File: src/rtl/cam_rgb565_capture_pkg.sv
// Shared types and constants for the camera RGB565 capture path.
// Field positions are for the 16-bit word {first byte, second byte}.
package cam_pkg;

  localparam int unsigned DEFAULT_IMG_WIDTH  = 640;
  localparam int unsigned DEFAULT_IMG_HEIGHT = 480;

  localparam int unsigned RGB565_R_MSB = 15;
  localparam int unsigned RGB565_R_LSB = 11;
  localparam int unsigned RGB565_G_MSB = 10;
  localparam int unsigned RGB565_G_LSB = 5;
  localparam int unsigned RGB565_B_MSB = 4;
  localparam int unsigned RGB565_B_LSB = 0;

  typedef enum logic [1:0] {
    S_WAIT_VSYNC = 2'd0,
    S_WAIT_FRAME = 2'd1,
    S_HI         = 2'd2,
    S_LO         = 2'd3
  } cam_state_t;

endpackage

File: src/rtl/cam_rgb565_capture_rgb565_to_rgb888.sv
// Combinational RGB565 -> RGB888 expansion by MSB replication.
module rgb565_to_rgb888
  import cam_pkg::*;
(
  input  logic [15:0] pix_i,
  output logic [7:0]  red_o,
  output logic [7:0]  green_o,
  output logic [7:0]  blue_o
);

  logic [4:0] w_r5;
  logic [5:0] w_g6;
  logic [4:0] w_b5;

  assign w_r5 = pix_i[RGB565_R_MSB:RGB565_R_LSB];
  assign w_g6 = pix_i[RGB565_G_MSB:RGB565_G_LSB];
  assign w_b5 = pix_i[RGB565_B_MSB:RGB565_B_LSB];

  assign red_o   = {w_r5, w_r5[4:2]};
  assign green_o = {w_g6, w_g6[5:4]};
  assign blue_o  = {w_b5, w_b5[4:2]};

endmodule

File: src/rtl/cam_rgb565_capture.sv
// Camera RGB565 byte-stream capture with pixel/line tracking and frame checks.
// Optional CAM_TEST_PATTERN_EN adds pattern_sel_i (8 vertical colour bars).
module cam_rgb565_capture
  import cam_pkg::*;
#(
  parameter int unsigned IMG_WIDTH  = DEFAULT_IMG_WIDTH,
  parameter int unsigned IMG_HEIGHT = DEFAULT_IMG_HEIGHT
) (
  input  logic                          clk,
  input  logic                          rst,
`ifdef CAM_TEST_PATTERN_EN
  input  logic                          pattern_sel_i,
`endif
  input  logic [7:0]                    cam_data_i,
  input  logic                          cam_byte_valid_i,
  input  logic                          cam_href_i,
  input  logic                          cam_vsync_i,
  output logic [7:0]                    red_o,
  output logic [7:0]                    green_o,
  output logic [7:0]                    blue_o,
  output logic                          done_o,
  output logic [$clog2(IMG_WIDTH)-1:0]  x_o,
  output logic [$clog2(IMG_HEIGHT)-1:0] y_o,
  output logic                          frame_done_o,
  output logic                          frame_err_o
);

  localparam int unsigned XW = $clog2(IMG_WIDTH);
  localparam int unsigned YW = $clog2(IMG_HEIGHT);
  // Counters are one count wider than x/y so they can hold the "past the end" value.
  localparam int unsigned CW = $clog2(IMG_WIDTH + 1);
  localparam int unsigned RW = $clog2(IMG_HEIGHT + 1);
  localparam logic [CW-1:0] COL_LIMIT = CW'(IMG_WIDTH);
  localparam logic [RW-1:0] ROW_LIMIT = RW'(IMG_HEIGHT);

  cam_state_t    r_state;
  logic [7:0]    r_hi_byte;
  logic [CW-1:0] r_col;
  logic [RW-1:0] r_row;
  logic          r_bad;
  logic          r_line_seen;
  logic          r_href_d;
  logic          r_vsync_d;

  logic          w_in_frame;
  logic          w_byte;
  logic          w_href_fall;
  logic          w_vsync_rise;
  logic          w_in_range;
  logic [7:0]    w_cam_r;
  logic [7:0]    w_cam_g;
  logic [7:0]    w_cam_b;
  logic [7:0]    w_pix_r;
  logic [7:0]    w_pix_g;
  logic [7:0]    w_pix_b;

  assign w_in_frame   = (r_state == S_HI) || (r_state == S_LO);
  assign w_byte       = w_in_frame && cam_href_i && cam_byte_valid_i;
  assign w_href_fall  = r_href_d && !cam_href_i;
  assign w_vsync_rise = cam_vsync_i && !r_vsync_d;
  assign w_in_range   = (r_col < COL_LIMIT) && (r_row < ROW_LIMIT);

  rgb565_to_rgb888 u_expand (
    .pix_i   ({r_hi_byte, cam_data_i}),
    .red_o   (w_cam_r),
    .green_o (w_cam_g),
    .blue_o  (w_cam_b)
  );

`ifdef CAM_TEST_PATTERN_EN
  logic [2:0] w_bar;
  assign w_bar   = 3'((32'(r_col) * 32'd8) / 32'(IMG_WIDTH));
  assign w_pix_r = pattern_sel_i ? {8{w_bar[2]}} : w_cam_r;
  assign w_pix_g = pattern_sel_i ? {8{w_bar[1]}} : w_cam_g;
  assign w_pix_b = pattern_sel_i ? {8{w_bar[0]}} : w_cam_b;
`else
  assign w_pix_r = w_cam_r;
  assign w_pix_g = w_cam_g;
  assign w_pix_b = w_cam_b;
`endif

  always_ff @(posedge clk) begin
    if (rst) begin
      r_state      <= S_WAIT_VSYNC;
      r_hi_byte    <= '0;
      r_col        <= '0;
      r_row        <= '0;
      r_bad        <= 1'b0;
      r_line_seen  <= 1'b0;
      r_href_d     <= 1'b0;
      r_vsync_d    <= 1'b0;
      red_o        <= '0;
      green_o      <= '0;
      blue_o       <= '0;
      done_o       <= 1'b0;
      x_o          <= '0;
      y_o          <= '0;
      frame_done_o <= 1'b0;
      frame_err_o  <= 1'b0;
    end else begin
      r_href_d     <= cam_href_i;
      r_vsync_d    <= cam_vsync_i;
      done_o       <= 1'b0;
      frame_done_o <= 1'b0;
      frame_err_o  <= 1'b0;

      case (r_state)
        S_WAIT_VSYNC: begin
          if (cam_vsync_i) r_state <= S_WAIT_FRAME;
        end

        S_WAIT_FRAME: begin
          if (!cam_vsync_i) r_state <= S_HI;
        end

        S_HI, S_LO: begin
          if (w_vsync_rise) begin
            if ((r_row == ROW_LIMIT) && !r_bad) frame_done_o <= 1'b1;
            else                                frame_err_o  <= 1'b1;
            r_state     <= S_WAIT_FRAME;
            r_col       <= '0;
            r_row       <= '0;
            r_bad       <= 1'b0;
            r_line_seen <= 1'b0;
          end else if (w_href_fall) begin
            r_state <= S_HI;
            if (r_state == S_LO) r_bad <= 1'b1;
            if (r_line_seen) begin
              r_col <= '0;
              // Line count saturates at the frame height; any further line is an error.
              if (r_row == ROW_LIMIT) r_bad <= 1'b1;
              else                    r_row <= r_row + RW'(1);
            end
            r_line_seen <= 1'b0;
          end else if (w_byte) begin
            r_line_seen <= 1'b1;
            if (r_state == S_HI) begin
              r_hi_byte <= cam_data_i;
              r_state   <= S_LO;
            end else begin
              r_state <= S_HI;
              if (w_in_range) begin
                done_o  <= 1'b1;
                red_o   <= w_pix_r;
                green_o <= w_pix_g;
                blue_o  <= w_pix_b;
                x_o     <= r_col[XW-1:0];
                y_o     <= r_row[YW-1:0];
                r_col   <= r_col + CW'(1);
              end else begin
                r_bad <= 1'b1;
              end
            end
          end
        end

        default: r_state <= S_WAIT_VSYNC;
      endcase
    end
  end

endmodule

File: config.mk
export PLATFORM = sky130hd
export DESIGN_NAME = cam_rgb565_capture
export DESIGN_NICKNAME = d
export VERILOG_FILES = /design/src/rtl/cam_rgb565_capture_pkg.sv /design/src/rtl/cam_rgb565_capture_rgb565_to_rgb888.sv /design/src/rtl/cam_rgb565_capture.sv
export SDC_FILE = /design/constraint.sdc
export NUM_CORES = 1
export LEC_CHECK = 0
export BUFFER_PORTS_ARGS = -buffer_cell sky130_fd_sc_hd__buf_2
export CAP_MARGIN = 20
export CORE_ASPECT_RATIO = 1.1
export CORE_MARGIN = 2
export CORE_UTILIZATION = 40
export DETAILED_ROUTE_END_ITERATION = 6
export SYNTH_ARGS = -nofsm -noshare
export SYNTH_HDL_FRONTEND = slang
export SYNTH_SLANG_ARGS = --single-unit
File: constraint.sdc
create_clock -name clk -period 2.1 [get_ports clk]
set_input_delay 0.315 -clock clk [delete_from_list [all_inputs] [get_ports clk]]
set_output_delay 0.315 -clock clk [all_outputs]
set_load 0.1 [all_outputs]
==> metrics.md, run 1 <==
| Metric | Value |
|---|---|
| Seq cells post-synth | 71 |
| Post-synthesis mux area share | 3.04% |
| Full die area | 8110 um^2 |
| Reg power frac | 52.7% |
| Arrival @ worst endpoint | 2210 ps |
| CTS tree | yes |
| Total GRT Usage | 17.6% |
| Post-synth EDFFs | 0 |
| Routability Congestion | 0.807 |
| Mapped Avg Cell Area | 8.46 um^2 |
| Seq/Total Area, Yosys | 48.0% |
| FP Rows | 32 |
| DPL Wire Length | 4660 um |
| Clk_lat worst skew | 340 ps |
| Outcome | finished clean |
| Fin Setup TNS | 0 ps |
| Total power | 2570 uW |
| Clock tree sinks | 71 |
| WP data required | 2390 ps |
| Synth Area in XOR/XNOR | 1.18% |
| Core Box Area | 7090 um^2 |
| Die Wd | 86.0 um |
| Fillers | 686 |
| DR vias | 2523 |
| DRC Markers | 0 |
| MaxCap Viol Count | 0 |
| IO Port Bufs | 58 |
| Area grow syn2layout | 19.1% |
| Final core utilization | 49.8% |
| Die Ht | 94.2 um |
| Setup Skew | 8.27 ps |
| Setup violations, final | 0 |
| Final ANT Viol Nets | 0 |
| I/O Pins | 59 |
| Prevailing post-synth register cell | dfxtp_1 |
| Sw frac | 23.5% |
| Fin crit share | 91.4% |
| CTS buffer count | 9 |
| Final Hold Violating Endpoints | 0 |
| Iteration-0 DRC Markers | 138 |
| Slew margin rel. | 67.6% |
| Adder-cell share of the synthesized area | 1.27% |
| Max clock buf depth | 2 |
| Final wirelength | 6650 um |
| Crit path max fanout | 8 |
| Total gr overflow | 0 |
| Critical path class | reg2reg |
| DP Worst Slack | 155 ps |
| CP endpoint kind | register |
| Count of cell types in the netlist | 43 |
| RSZ-0062 raised after global routing | false |
| Final Hold Slack | 218 ps |
| Diode count | 0 |
| DR pass1 iterations | 4 |
| Mapped cell area | 2960 um^2 |
| First-pass GRT wire length | 11300 um |
| Synth Warn # | 0 |
| Vias/cell | 5.11 |
| Post-synth top area cell | dfxtp_1 |
| Initial Utilization | 41.8% |
| Post-Synth Simple-Gate Area | 26.4% |
| Clock power frac | 43.5% |
| Synth top area share | 48.0% |
| Hold Crit Class | in2reg |
| P_int | 1970 uW |
| Largest family of logic cells by synthesized area | simple AND/OR/NAND/NOR gates |
| H-tree depth | 3 |
| Maximum clock rate | 521 MHz |
| Final setup margin | 180 ps |
| P_leak | 0.00136 uW |
| Least-Margin Pin Slew | 490 ps |
| Clk slew on worst S/H paths | 80 ps |
| Post-CTS Repair Setup Buffers | 0 |
| Largest net degree at the start of global routing | 42 |
| Asr flop ratio synth | 0% |
| PD cells | 729 nW/um^2 |
| Slew Limit Fails | 0 |
| Comb power frac | 3.7% |
| Number of global-route vias before repair | 2380 |
| Crit path launch type | register |
| Fraction of layout cells with a size suffix above 1 | 23.0% |
| Worst vdd ir | 270 uV |
| Final net count | 420 |
| Mapped Cells | 350 |
| Compound-Gate Fraction of Synth Area | 15.2% |
| Crit path time final | 1920 ps |
| CTS Root Cell | clkbuf_8 |
| Ranking of synthesized cells by area | dfxtp_1 48%, nand2_1 11%, a21oi_1 7.9% |
| Antenna violations before repair | 0 |
| Hold buffers post-CTS | 0 |
| Routed wire per std cell | 13.5 um |
| Net Switching | 605 uW |
| Syn_nets | 366 |
-- cell type report --
| cell class | instances | area, um^2 | share of cell area, % |
|---|---|---|---|
| Clock buffer | 10 | 138 | 3.90 |
| Clock inverter | 6 | 68.8 | 1.95 |
| Inverter | 3 | 11.3 | 0.319 |
| Multi-Input combinational cell | 251 | 1400 | 39.7 |
| Sequential cell | 71 | 1420 | 40.4 |
| Tap cell | 85 | 106 | 3.02 |
| Timing Repair Buffer | 68 | 378 | 10.7 |
-- synth_stat cells (5+ instances only) --
cell type,instances
nor2b_1,6
clkbuf_1,9
nor2_1,24
o21ai_0,6
a211oi_1,5
a21oi_1,47
dfxtp_1,71
nand4_1,5
buf_2,8
nand2_1,86
nand3_1,7
buf_4,8
mux2i_1,9
-- metal layers --
layer / global-route usage (%) / routed length, um
met2: 28.6 / 3170
met5: 0 / 0
met3: 3.69 / 250
met4: 6.35 / 74
met1: 22.9 / 3160
-- path summary, 6_finish.rpt --
kind / end / slack [ps] / cells past startpoint / startpoint
worst max-delay path: r_row[5]$_SDFFE_PP0P_ / 180 / 7 / r_row[0]$_SDFFE_PP0P_
worst min-delay path: blue_o[6]$_SDFFE_PP0P_ / 220 / 3 / cam_data_i[3]
worst max register to register: r_row[5]$_SDFFE_PP0P_ / 180 / 7 / r_row[0]$_SDFFE_PP0P_
worst min register to register: x_o[6]$_SDFFE_PP0P_ / 450 / 2 / x_o[6]$_SDFFE_PP0P_
-- power groups by stage --
| stage | clock [uW] | combinational, uW | sequential (uW) |
|---|---|---|---|
| finish | 1120 | 95.5 | 1360 |
| global route | 1200 | 106 | 1360 |
| detailed placement | 0 | 96.9 | 1390 |
| CTS | 1150 | 97.0 | 1360 |
| floorplan | 0 | 53.8 | 1390 |
| global placement | 0 | 96.1 | 1390 |
-- logic make-up after synthesis --
group | after synthesis
and+or+nand+nor | 160
AOI/OAI and AO/OA | 75
DFF | 71
buffers and inverters | 28
muxes | 9
xor gates and xnor gates | 4
adders and majority gates | 3
-- state kept, by name, indices dropped and copies added (netlist names), 5 cells and up --
name and count:
r_hi_byte 8, red_o 5, x_o 10, y_o 9
r_row 9, blue_o 5, r_col 10, green_o 6
-- metrics by stage --
step	instance area (um^2)	cells
3_3_place_gp	3320	478
4_1_cts	3520	494
6_report	3530	494
3_5_place_dp	3320	478
5_1_grt	3530	494
2_1_floorplan	2960	350
-- layout by cell type (no fill, tap or decap), types with 3 or more instances in the layout --
cell type   count
nand2_1        86
dfxtp_1        69
buf_2          58
a21oi_1        47
nor2_1         24
clkbuf_8       10
mux2i_1         9
buf_4           9
nand3_1         7
nor2b_1         6
o21ai_0         6
nand4_1         5
a211oi_1        5
nand2b_1        4
or3_1           4
o211ai_1        4
or4_1           4
xnor2_1         4
clkinvlp_4      4
inv_1           3
and4_1          3
o21ai_1         3
and3_1          3
ha_1            3
-- worst max-delay path, cell delays in order (launching register included) --
cell and delay [ps]:
dfxtp_2 390, inv_1 70, ha_1 190, nor4b_2 180
a21boi_4 240, o2111ai_2 210, or4_1 520, nand2_1 80
-- what timing repair did --
item | CTS | global route
endpoints found under the hold margin | 0 | 0
resized for setup | 0 | 2
setup endpoints to repair | 0 | 1
No activity file was read; power rests on OpenSTA's default activity.
==> inputs of run 2 (changes only) <==
- REMOVE_ABC_BUFFERS: not set -> 1
==> run 2 against run 1 <==
Net effect: non-clock buffer count is 3 higher; maximum frequency increased by 0.20%; critical path type unchanged; design area grew 1.3%; first-iteration DRC count increased by 28%; register-to-register slack about the same; combinational power is 3.1% higher; global-route usage down 0.51 points; largest power group unchanged.
==> metrics.md, run 2 (same netlist as run 1, synthesis figures left out) <==
| Metric | Value |
|---|---|
| Outcome | finished clean |
| H-tree depth | 3 (unchanged) |
| WHS Endpoint | green_o[2]$_SDFFE_PP0P_ |
| Core Box Area | 7090 um^2 (unchanged) |
| DR vias | 2576 (+2.1%) |
| Setup Skew | 9.91 ps (+1.64 ps) |
| Post-CTS Repair Setup Buffers | 0 (unchanged) |
| Crit Reg-Reg Startpoint | r_state[0]$_SDFFE_PP0P_ |
| Slew Limit Fails | 0 (unchanged) |
| Setup violations, final | 0 (unchanged) |
| FP Rows | 32 (unchanged) |
| Iteration-0 DRC Markers | 176 (+28%) |
| Final Hold Violating Endpoints | 0 (unchanged) |
| Final net count | 423 (+0.71%) |
| Total GRT Usage | 17.1% (-0.51 points) |
| P_leak | 0.00139 uW (+2.7%) |
| Final core utilization | 50.4% (+0.65 points) |
| Crit path time final | 1920 ps (-3.82 ps) |
| Fin crit share | 91.3% (-0.18 points) |
| Total gr overflow | 0 (unchanged) |
| Final wirelength | 6400 um (-3.8%) |
| Worst vdd ir | 323 uV (+20%) |
| DRC Markers | 0 (unchanged) |
| WP data required | 2350 ps (-40 ps) |
| Max clock buf depth | 2 (unchanged) |
| Fraction of layout cells with a size suffix above 1 | 23.5% (+0.56 points) |
| Final ANT Viol Nets | 0 (unchanged) |
| DPL Wire Length | 4590 um (-1.4%) |
| Crit path max fanout | 8 (unchanged) |
| Antenna violations before repair | 0 (unchanged) |
| Arrival @ worst endpoint | 2170 ps (-40 ps) |
| Clk_lat worst skew | 350 ps (about the same) |
| Full die area | 8110 um^2 (unchanged) |
| First-pass GRT wire length | 10900 um (-3.2%) |
| Hold Crit Class | in2reg |
| Die Wd | 86.0 um (unchanged) |
| MaxCap Viol Count | 0 (unchanged) |
| CTS Root Cell | clkbuf_8 |
| Post-CTS sizing | 0 (unchanged) |
| Critical path class | reg2reg |
| Clock tree sinks | 71 (unchanged) |
| Initial Utilization | 41.8% (unchanged) |
| Die Ht | 94.2 um (unchanged) |
| Vias/cell | 5.18 (+1.5%) |
| Fin cells | 497 (+0.61%) |
| DR pass1 iterations | 4 (unchanged) |
| R2R setup slack | 180 ps (about the same) |
| Diode count | 0 (unchanged) |
| PD cells | 754 nW/um^2 (+3.4%) |
| RSZ-0062 raised after global routing | false |
| IO Port Bufs | 58 (unchanged) |
| FF-to-FF path depth | 5 (-2) |
| Largest net degree at the start of global routing | 46 (+9.5%) |
| CP endpoint kind | register |
| Crit Reg-Reg Endpoint | r_col[8]$_SDFFE_PP0P_ |
| Number of global-route vias before repair | 2463 (+3.5%) |
| CTS buffer count | 9 (unchanged) |
| Maximum clock rate | 522 MHz (+0.20%) |
| DP Cell Count | 481 (+0.63%) |
| Most frequent cells in the layout | 86 x nand2_1, 69 x dfxtp_1, 58 x buf_2 |
| CTS tree | yes |
| Routed wire per std cell | 12.9 um (-4.4%) |
| Crit path launch type | register |
| Hold path depth | 3 (unchanged) |
| Regs by FF count | r_col x10, x_o x10 |
| Slew margin rel. | 66.8% (-0.79 points) |
| Clk slew on worst S/H paths | 80 ps (about the same) |
| Least-Margin Pin Slew | 502 ps (+12.0 ps) |
| I/O Pins | 59 (unchanged) |
| Commonest non-fill, non-tap cell in the layout | nand2_1 |
| Hold_sp | cam_data_i[5] |
| Area grow syn2layout | 20.7% |
| Routability Congestion | 0.832 (+3.1%) |
| Hold buffers post-CTS | 0 (unchanged) |
-- run 2: how the worst max path moves through the flow --
| stage | start | end | slack [ps] |
|---|---|---|---|
| 2_1_floorplan | r_state[1]$_SDFFE_PP0P_ | r_col[8]$_SDFFE_PP0P_ | -370 |
| 3_3_place_gp | r_row[0]$_SDFFE_PP0P_ | r_row[5]$_SDFFE_PP0P_ | 210 |
| 3_5_place_dp | r_row[0]$_SDFFE_PP0P_ | r_row[5]$_SDFFE_PP0P_ | 150 |
| 4_1_cts | r_row[0]$_SDFFE_PP0P_ | r_row[5]$_SDFFE_PP0P_ | 120 |
| 5_1_grt | r_state[0]$_SDFFE_PP0P_ | r_col[8]$_SDFFE_PP0P_ | 40 |
| 6_report | r_state[0]$_SDFFE_PP0P_ | r_col[8]$_SDFFE_PP0P_ | 180 |
-- run 2: metrics by stage --
stage                     hold WS [ps]  area, um^2  TNS, ps  setup slack, ps  total power, uW
after floorplan                    384        2830    -9060             -369             1430
after global placement             438        3340        0              215             1490
after detailed placement           443        3340        0              147             1490
after CTS                          203        3570        0              122             2730
after global routing               204        3570        0             37.9             2800
final                              214        3570        0              184             2690
-- run 2: cell type report --
class	instances	area, um^2
sequential	71	1420
multi-input combinational	251	1400
timing repair buffer	71	400
clock buffer	10	138
tap	85	106
fill	697	3510
inverter	3	11.3
clock inverter	6	92.6
-- run 2: power by group --
group / internal, uW / switching, uW
Combinational: 34.9 / 63.6
Clock: 707 / 531
Sequential: 1350 / 6.03
Total: 2090 / 601
-- run 2: critical path, cell delays in order (launching register included) --
cell and delay, ps:
dfxtp_1 480, nand4_2 150, nand3b_4 240, or3_1 490, o21ba_1 230, a311oi_1 230
-- run 2: per-layer routing --
layer,routed length [um],up-vias,global-route usage (%)
li1,-,1312,-
met1,2880,1215,19.7
met2,3210,45,29.5
met3,248,4,5.27
met4,67,0,6.22
met5,0,-,0
